$ cat src/rtl/alu_cmd_feeder.sv
`default_nettype none
// ============================================================================
// alu_cmd_feeder : command FIFO and issue stage feeding alu_top, with a
//                  result-valid tracker aligned to the ALU pipeline latency.
// Revision: 1.0
// ============================================================================
module alu_cmd_feeder #(
  parameter int BITS  = 8,
  parameter int DEPTH = 4,
  parameter int LAT   = 2
) (
  input  logic                       i_clk,
  input  logic                       i_rst,
  input  logic                       i_valid,
  output logic                       o_ready,
  input  logic [4:0]                 i_sel_op,
  input  logic [BITS-1:0]            i_op_a,
  input  logic [BITS-1:0]            i_op_b,
  input  logic                       i_stall,
  output logic [4:0]                 o_sel_op,
  output logic [BITS-1:0]            o_op_a,
  output logic [BITS-1:0]            o_op_b,
  output logic                       o_issue,
  output logic                       o_res_valid,
  output logic [$clog2(DEPTH+1)-1:0] o_count,
  output logic                       o_full,
  output logic                       o_empty
);

  localparam int PW = $clog2(DEPTH);
  localparam int CW = $clog2(DEPTH+1);

  logic [4:0]      mem_op_q [DEPTH];
  logic [BITS-1:0] mem_a_q  [DEPTH];
  logic [BITS-1:0] mem_b_q  [DEPTH];

  logic [PW-1:0]   wr_ptr_q, wr_ptr_d;
  logic [PW-1:0]   rd_ptr_q, rd_ptr_d;
  logic [CW-1:0]   count_q,  count_d;
  logic [4:0]      sel_op_q, sel_op_d;
  logic [BITS-1:0] op_a_q,   op_a_d;
  logic [BITS-1:0] op_b_q,   op_b_d;
  logic            issue_q,  issue_d;
  logic [LAT-1:0]  res_sr_q, res_sr_d;

  logic w_full, w_empty, w_push, w_pop;

  assign w_full  = (count_q == CW'(DEPTH));
  assign w_empty = (count_q == '0);
  // Pop only sees entries committed on earlier edges, so a push into an
  // empty FIFO cannot be issued on the same edge.
  assign w_push  = i_valid && !w_full;
  assign w_pop   = !w_empty && !i_stall;

  always_comb begin
    wr_ptr_d = wr_ptr_q;
    rd_ptr_d = rd_ptr_q;
    count_d  = count_q;
    sel_op_d = sel_op_q;
    op_a_d   = op_a_q;
    op_b_d   = op_b_q;
    issue_d  = 1'b0;
    if (w_push) wr_ptr_d = wr_ptr_q + PW'(1);
    if (w_pop) begin
      rd_ptr_d = rd_ptr_q + PW'(1);
      sel_op_d = mem_op_q[rd_ptr_q];
      op_a_d   = mem_a_q[rd_ptr_q];
      op_b_d   = mem_b_q[rd_ptr_q];
      issue_d  = 1'b1;
    end
    if (w_push && !w_pop)      count_d = count_q + CW'(1);
    else if (!w_push && w_pop) count_d = count_q - CW'(1);
  end

  generate
    if (LAT == 1) begin : g_sr_single
      assign res_sr_d = w_pop;
    end else begin : g_sr_multi
      assign res_sr_d = {res_sr_q[LAT-2:0], w_pop};
    end
  endgenerate

  always_ff @(posedge i_clk) begin
    if (i_rst) begin
      wr_ptr_q <= '0;
      rd_ptr_q <= '0;
      count_q  <= '0;
      sel_op_q <= '0;
      op_a_q   <= '0;
      op_b_q   <= '0;
      issue_q  <= 1'b0;
      res_sr_q <= '0;
    end else begin
      wr_ptr_q <= wr_ptr_d;
      rd_ptr_q <= rd_ptr_d;
      count_q  <= count_d;
      sel_op_q <= sel_op_d;
      op_a_q   <= op_a_d;
      op_b_q   <= op_b_d;
      issue_q  <= issue_d;
      res_sr_q <= res_sr_d;
    end
  end

  // Storage needs no reset: nothing reads an entry before it is written.
  always_ff @(posedge i_clk) begin
    if (!i_rst && w_push) begin
      mem_op_q[wr_ptr_q] <= i_sel_op;
      mem_a_q[wr_ptr_q]  <= i_op_a;
      mem_b_q[wr_ptr_q]  <= i_op_b;
    end
  end

  assign o_ready     = !w_full;
  assign o_full      = w_full;
  assign o_empty     = w_empty;
  assign o_count     = count_q;
  assign o_sel_op    = sel_op_q;
  assign o_op_a      = op_a_q;
  assign o_op_b      = op_b_q;
  assign o_issue     = issue_q;
  assign o_res_valid = res_sr_q[LAT-1];

endmodule
`default_nettype wire

$ cat config.mk
export PLATFORM = sky130hd
export DESIGN_NAME = alu_cmd_feeder
export DESIGN_NICKNAME = d
export VERILOG_FILES = /design/src/rtl/alu_cmd_feeder.sv
export SDC_FILE = /design/constraint.sdc
export NUM_CORES = 1
export LEC_CHECK = 0
export CAP_MARGIN = 10
export CORE_MARGIN = 2
export CORE_UTILIZATION = 58
export CTS_CLUSTER_SIZE = 20
export DETAILED_ROUTE_END_ITERATION = 8
export MAX_ROUTING_LAYER = met4
export PLACE_DENSITY = 0.92
export SLEW_MARGIN = 20
export SYNTH_ARGS = -nofsm -noshare
export SYNTH_HDL_FRONTEND = slang
export SYNTH_SLANG_ARGS = --single-unit
export TNS_END_PERCENT = 10
$ cat constraint.sdc
create_clock -name i_clk -period 5.85 [get_ports i_clk]
set_input_delay 0.8775 -clock i_clk [delete_from_list [all_inputs] [get_ports i_clk]]
set_output_delay 0.8775 -clock i_clk [all_outputs]
set_load 0.02 [all_outputs]
# After elaboration in Yosys (flattened, before gate mapping)

Memory sizes are Yosys's and may differ from the RTL's. A register that Yosys moved wholly into a read port is not among the register bits.
Index checks and enable logic that the tools add are counted.

Add/subtract/negate cells: 4
Equal/unequal tests: 1
Mux-type cells: 5
Reduce and logical (&&, ||, !) cells: 13

Operators with widths:

| kind                  | count |
|---|---|
| $logic_not A1 Y1      | 6 |
| $mux W3               | 2 |
| $logic_and A1 B1 Y1   | 5 |
| $add A2 B1 Y2 const B | 2 |
| $add A3 B1 Y3 const B | 1 |
| $eq A3 B3 Y1 const B  | 1 |
| $logic_not A3 Y1      | 1 |
| $mux W1               | 3 |
| $sub A3 B1 Y3 const B | 1 |
| $reduce_bool A2 Y1    | 1 |

Register bits after elaboration: 10
Bits in writable memories: 84
Output and inout port bits: 29
Memories: 3

Memories:

| name     | words | bits a word | rd ports | clocked after memory_dff | write ports | line | RTL |
|---|---|---|---|---|---|---|---|
| mem_a_q  | 4     | 8           | 1        | 1                        | 1           | 34   | `logic [BITS-1:0] mem_a_q [DEPTH];` |
| mem_b_q  | 4     | 8           | 1        | 1                        | 1           | 35   | `logic [BITS-1:0] mem_b_q [DEPTH];` |
| mem_op_q | 4     | 5           | 1        | 1                        | 1           | 33   | `logic [4:0] mem_op_q [DEPTH];` |

# Longest topological paths before layout

Depth after elaboration: 7
Mapped depth: 10

# Worst setup path after synthesis

Ideal clock, no wire load.

Path type: register to register
Start point: register count_q[0], in the netlist o_count[0]
End point: register count_q[2], in the netlist o_count[2]
Arrival: 2.254 ns
Required time: 5.779 ns
Setup slack: 3.526 ns
Cell stages (with the launch flop): 11
Path buffers: 0
Path through: dfxtp_1 > nor2_1 > nand2_1 > inv_1 > nor2_1 > ha_1 > inv_1 > fa_1 > xor2_1 > or3_1 > a21oi_1

Cells in the longest elaborated chain, start to end: 6
Elaborated cells between the ends (all ways): 15
Classes of those cells: add/sub: 2; eq/ne: 1; mux: 2; reduce/logical: 10

RTL lines:

| item                                | line | RTL |
|---|---|---|
| start, declared                     | 39   | `logic [CW-1:0] count_q, count_d;` |
| start signal, assigned              | 96   | `count_q <= count_d;` |
| $eq A3 B3 Y1 (*)                    | 48   | `assign w_full = (count_q == CW'(DEPTH));` |
| $logic_not A1 Y1 (*)                | -    |  |
| via o_ready                         | 15   | `output logic o_ready,` |
| $logic_and A1 B1 Y1 (*)             | 52   | `assign w_push = i_valid && !w_full;` |
| via w_push                          | 46   | `logic w_full, w_empty, w_push, w_pop;` |
| $logic_not A1 Y1                    | 72   | `else if (!w_push && w_pop) count_d = count_q - CW'(1);` |
| $logic_and A1 B1 Y1                 | 72   |  |
| $reduce_bool A2 Y1 (no source line) | -    |  |

The timed path passes the listed nets; every way through them passes the cells marked *. The select of a mux whose other input is x is not followed.
A chain may end at the register's enable or synchronous reset.

# Worst setup path after layout

Start point: register count_q[0], in the netlist o_count[0]
End point: output o_empty

Cells in the longest elaborated chain, start to end: 1

RTL lines:

| item             | line | RTL |
|---|---|---|
| $logic_not A3 Y1 | 49   | `assign w_empty = (count_q == '0);` |
| end, declared    | 27   | `output logic o_empty` |

Every way passes these cells.

==> reports/results.tsv <==
metric	value	unit
min setup slack post-route	2.97	ns
First DRT Iteration DRCs	127	
synthesized area	4220	um2
Hold Vio Cnt, Final	0	
Pwr per Cell Area	446	nW/um2
Reg clk slew, reported paths	0.05	ns
Worst-Skew Late Latency	0.51	ns
DRC	0	
cell count after synthesis	213	
Setup TNS Final	0	ns
Synth Area in Compound Gates	5.69	%
Multi-input gate area	981	um2
Post-synth EDFFs	84	
CTS buffer count	17	
drt via density	5.55	
FILL cells	393	
top post-synthesis cells by area	edfxtp_1 (60%), dfxtp_1 (14%), mux4_2 (9.1%), a22o_1 (4.4%), mux4_1 (2.5%)	
largest family of logic cells by synthesized area	multiplexers	
largest net degree at the start of global routing	25	
fin. max-slew vios	0	
Syn. warnings	0	
crit path max fanout	5	
leading area contributor after synthesis	edfxtp_1	
postcts setup bufs	0	
final core occ	74.3	%
nets	307	
Synth cell types	29	
mux cell area share after synthesis	12.1	%
Total GRT Usage	22.1	%
worst vdd ir	0.285	mV
Rel. slew slack	25.8	%
LEAKAGE	1.82	nW
RSZ-0062 raised after global routing	false	
GP Congestion	0.714	
critical path launch point type	register	
port bufs	53	
Pwr Total	2.36	mW
worst endpoint data arrival time	2.00	ns
gr ovfl total	0	
P&R area growth vs syn	25.5	%
CTS H-tree lvls	4	
sequential-to-total area share from yosys stat	74.0	%
fin crit share	49.2	%
max frequency	348	MHz
dpl cell area	4790	um2
DRT Pass-1 Iters	5	
layout cells sized above 1	18.1	%
CTS Hold Buffers Added	0	
initial antenna violation count	0	
Crit Path Class	register to output pin	
register bit total from synthesis	114	
final non-filler cell total	387	
WL final	7.65	mm
final setup violation count	0	
Hold Crit Class	register to register	
Die Span Y	89.3	um
Primary FF master, synth	edfxtp_1	
Synth async-reset ratio	0	%
number of global-route vias before repair	2162	
Reg area	3120	um2
Synth top area share	59.8	%
xor-xnor portion of the synthesized cell area	0.415	%
root buffer cell	clkbuf_8	
mean post-synth cell area	19.8	um2
CP Data Required Time	4.97	ns
Max Cap Viol	0	
final hold slack	0.467	ns
Initial Utilization	59.2	%
Die W	89.3	um
io pins	54	
Synth Area in Simple Gates	2.90	%
Final min period	2.88	ns
Setup Skew	0.0111	ns
clock buffer depth	2	
antenna-violating nets left	0	
Finished Cell Area	5300	um2
diode count	0	
status	complete, no violations	
WL per Instance	19.8	um
syn_nets	244	
core area	7140	um2
Final HPWL DP	4.45	mm
CTS tree	built	
post-CTS resize count	0	
CTS sink count	114	
# rows	31	
first-pass GRT wire length	11.6	mm
Worst-Margin Slew	1.11	ns
pre-CTS WS	2.52	ns
Die Area	7980	um2
via count	2146	
post-synthesis adder-cell area fraction	1.96	%
crit end category	output pin	
cell count after placement	356	
==> layer usage <==
layer  track usage [%]  wire (um)  share of wire [%]  vias up
met5                 -          0                  0        -
met4              9.63        165                2.2        0
met3              8.03        329                4.3       15
met2              32.9       3900                 51       72
met1              27.5       3260                 43     1072
li1                  -          -                  -      987
==> synthesized netlist by cell type, types with 3 or more instances <==
cell      instances
ha_1              5
a21oi_1           4
o21ai_0           4
edfxtp_1         84
mux4_2           17
and2_1            4
buf_6             6
dfxtp_1          30
mux4_1            4
a22o_1           21
nor2_1            5
inv_1             6
clkbuf_1          3
==> worst max-delay path, stage by stage, from the launching register on <==
cell and delay (ns):
dfxtp_1 0.36, or3_4 0.43, clkinv_2 0.10, clkdlybuf4s50_1 0.60
==> final cells by class <==
cell class / count / area share, %
flip-flops and latches: 114 / 58.9
multi-input cells: 82 / 18.5
repair buffers: 54 / 10.2
clock buffers: 24 / 8.88
well taps: 99 / 2.34
clock inverters: 7 / 0.685
inverters: 7 / 0.519
==> state kept, by name (all words and copies together), names as in the netlist <==
register  flops
rd_ptr_q      2
mem_op_q     20
o_op_b        8
mem_a_q      32
mem_b_q      32
res_sr_q      2
o_count       3
o_op_a        8
o_sel_op      5
wr_ptr_q      2
==> final timing paths <==
kind	start	slack [ns]	end	cells past startpoint
worst max-delay path	o_count[0]$_SDFFE_PP0P_	2.97	o_empty	3
worst min-delay path	res_sr_q[0]$_SDFF_PP0_	0.47	res_sr_q[1]$_SDFF_PP0_	1
worst max register to register	o_count[0]$_SDFFE_PP0P_	3.48	mem_a_q[3][0]$_DFFE_PP_	5
worst min register to register	res_sr_q[0]$_SDFF_PP0_	0.47	res_sr_q[1]$_SDFF_PP0_	1
==> cells by family (layout without fill, tap and decap cells) <==
logic type,after synthesis,count (layout)
compound gates,30,30
flops,114,114
fa+ha+maj,6,6
buf+inv,17,92
simple gates,21,21
mux,23,23
xor+xnor,2,2
==> where the power goes <==
part           internal, mW  switching (mW)  total (mW)
registers             0.955          0.0532        1.01
clock network         0.544           0.320       0.864
logic                 0.249           0.242       0.491
total                  1.75           0.616        2.36
==> cells in the final DEF, fill, tap and decap left out, types with 2 or more instances in the layout <==
cell type	netlist	layout
mux4_2	17	17
clkdlybuf4s50_1	0	53
nor2_1	5	5
nand2_1	2	2
or3_1	2	2
clkbuf_16	0	16
and2_2	0	2
dfxtp_1	30	30
clkbuf_8	0	4
o21ai_0	4	4
edfxtp_1	84	84
inv_1	6	6
nor2b_1	2	2
mux4_1	4	4
a22o_1	21	21
ha_1	5	5
and2_1	4	2
xor2_1	2	2
clkbuf_1	3	4
clkinv_2	1	6
a21oi_1	4	4
(Power assumes the default switching activity.)
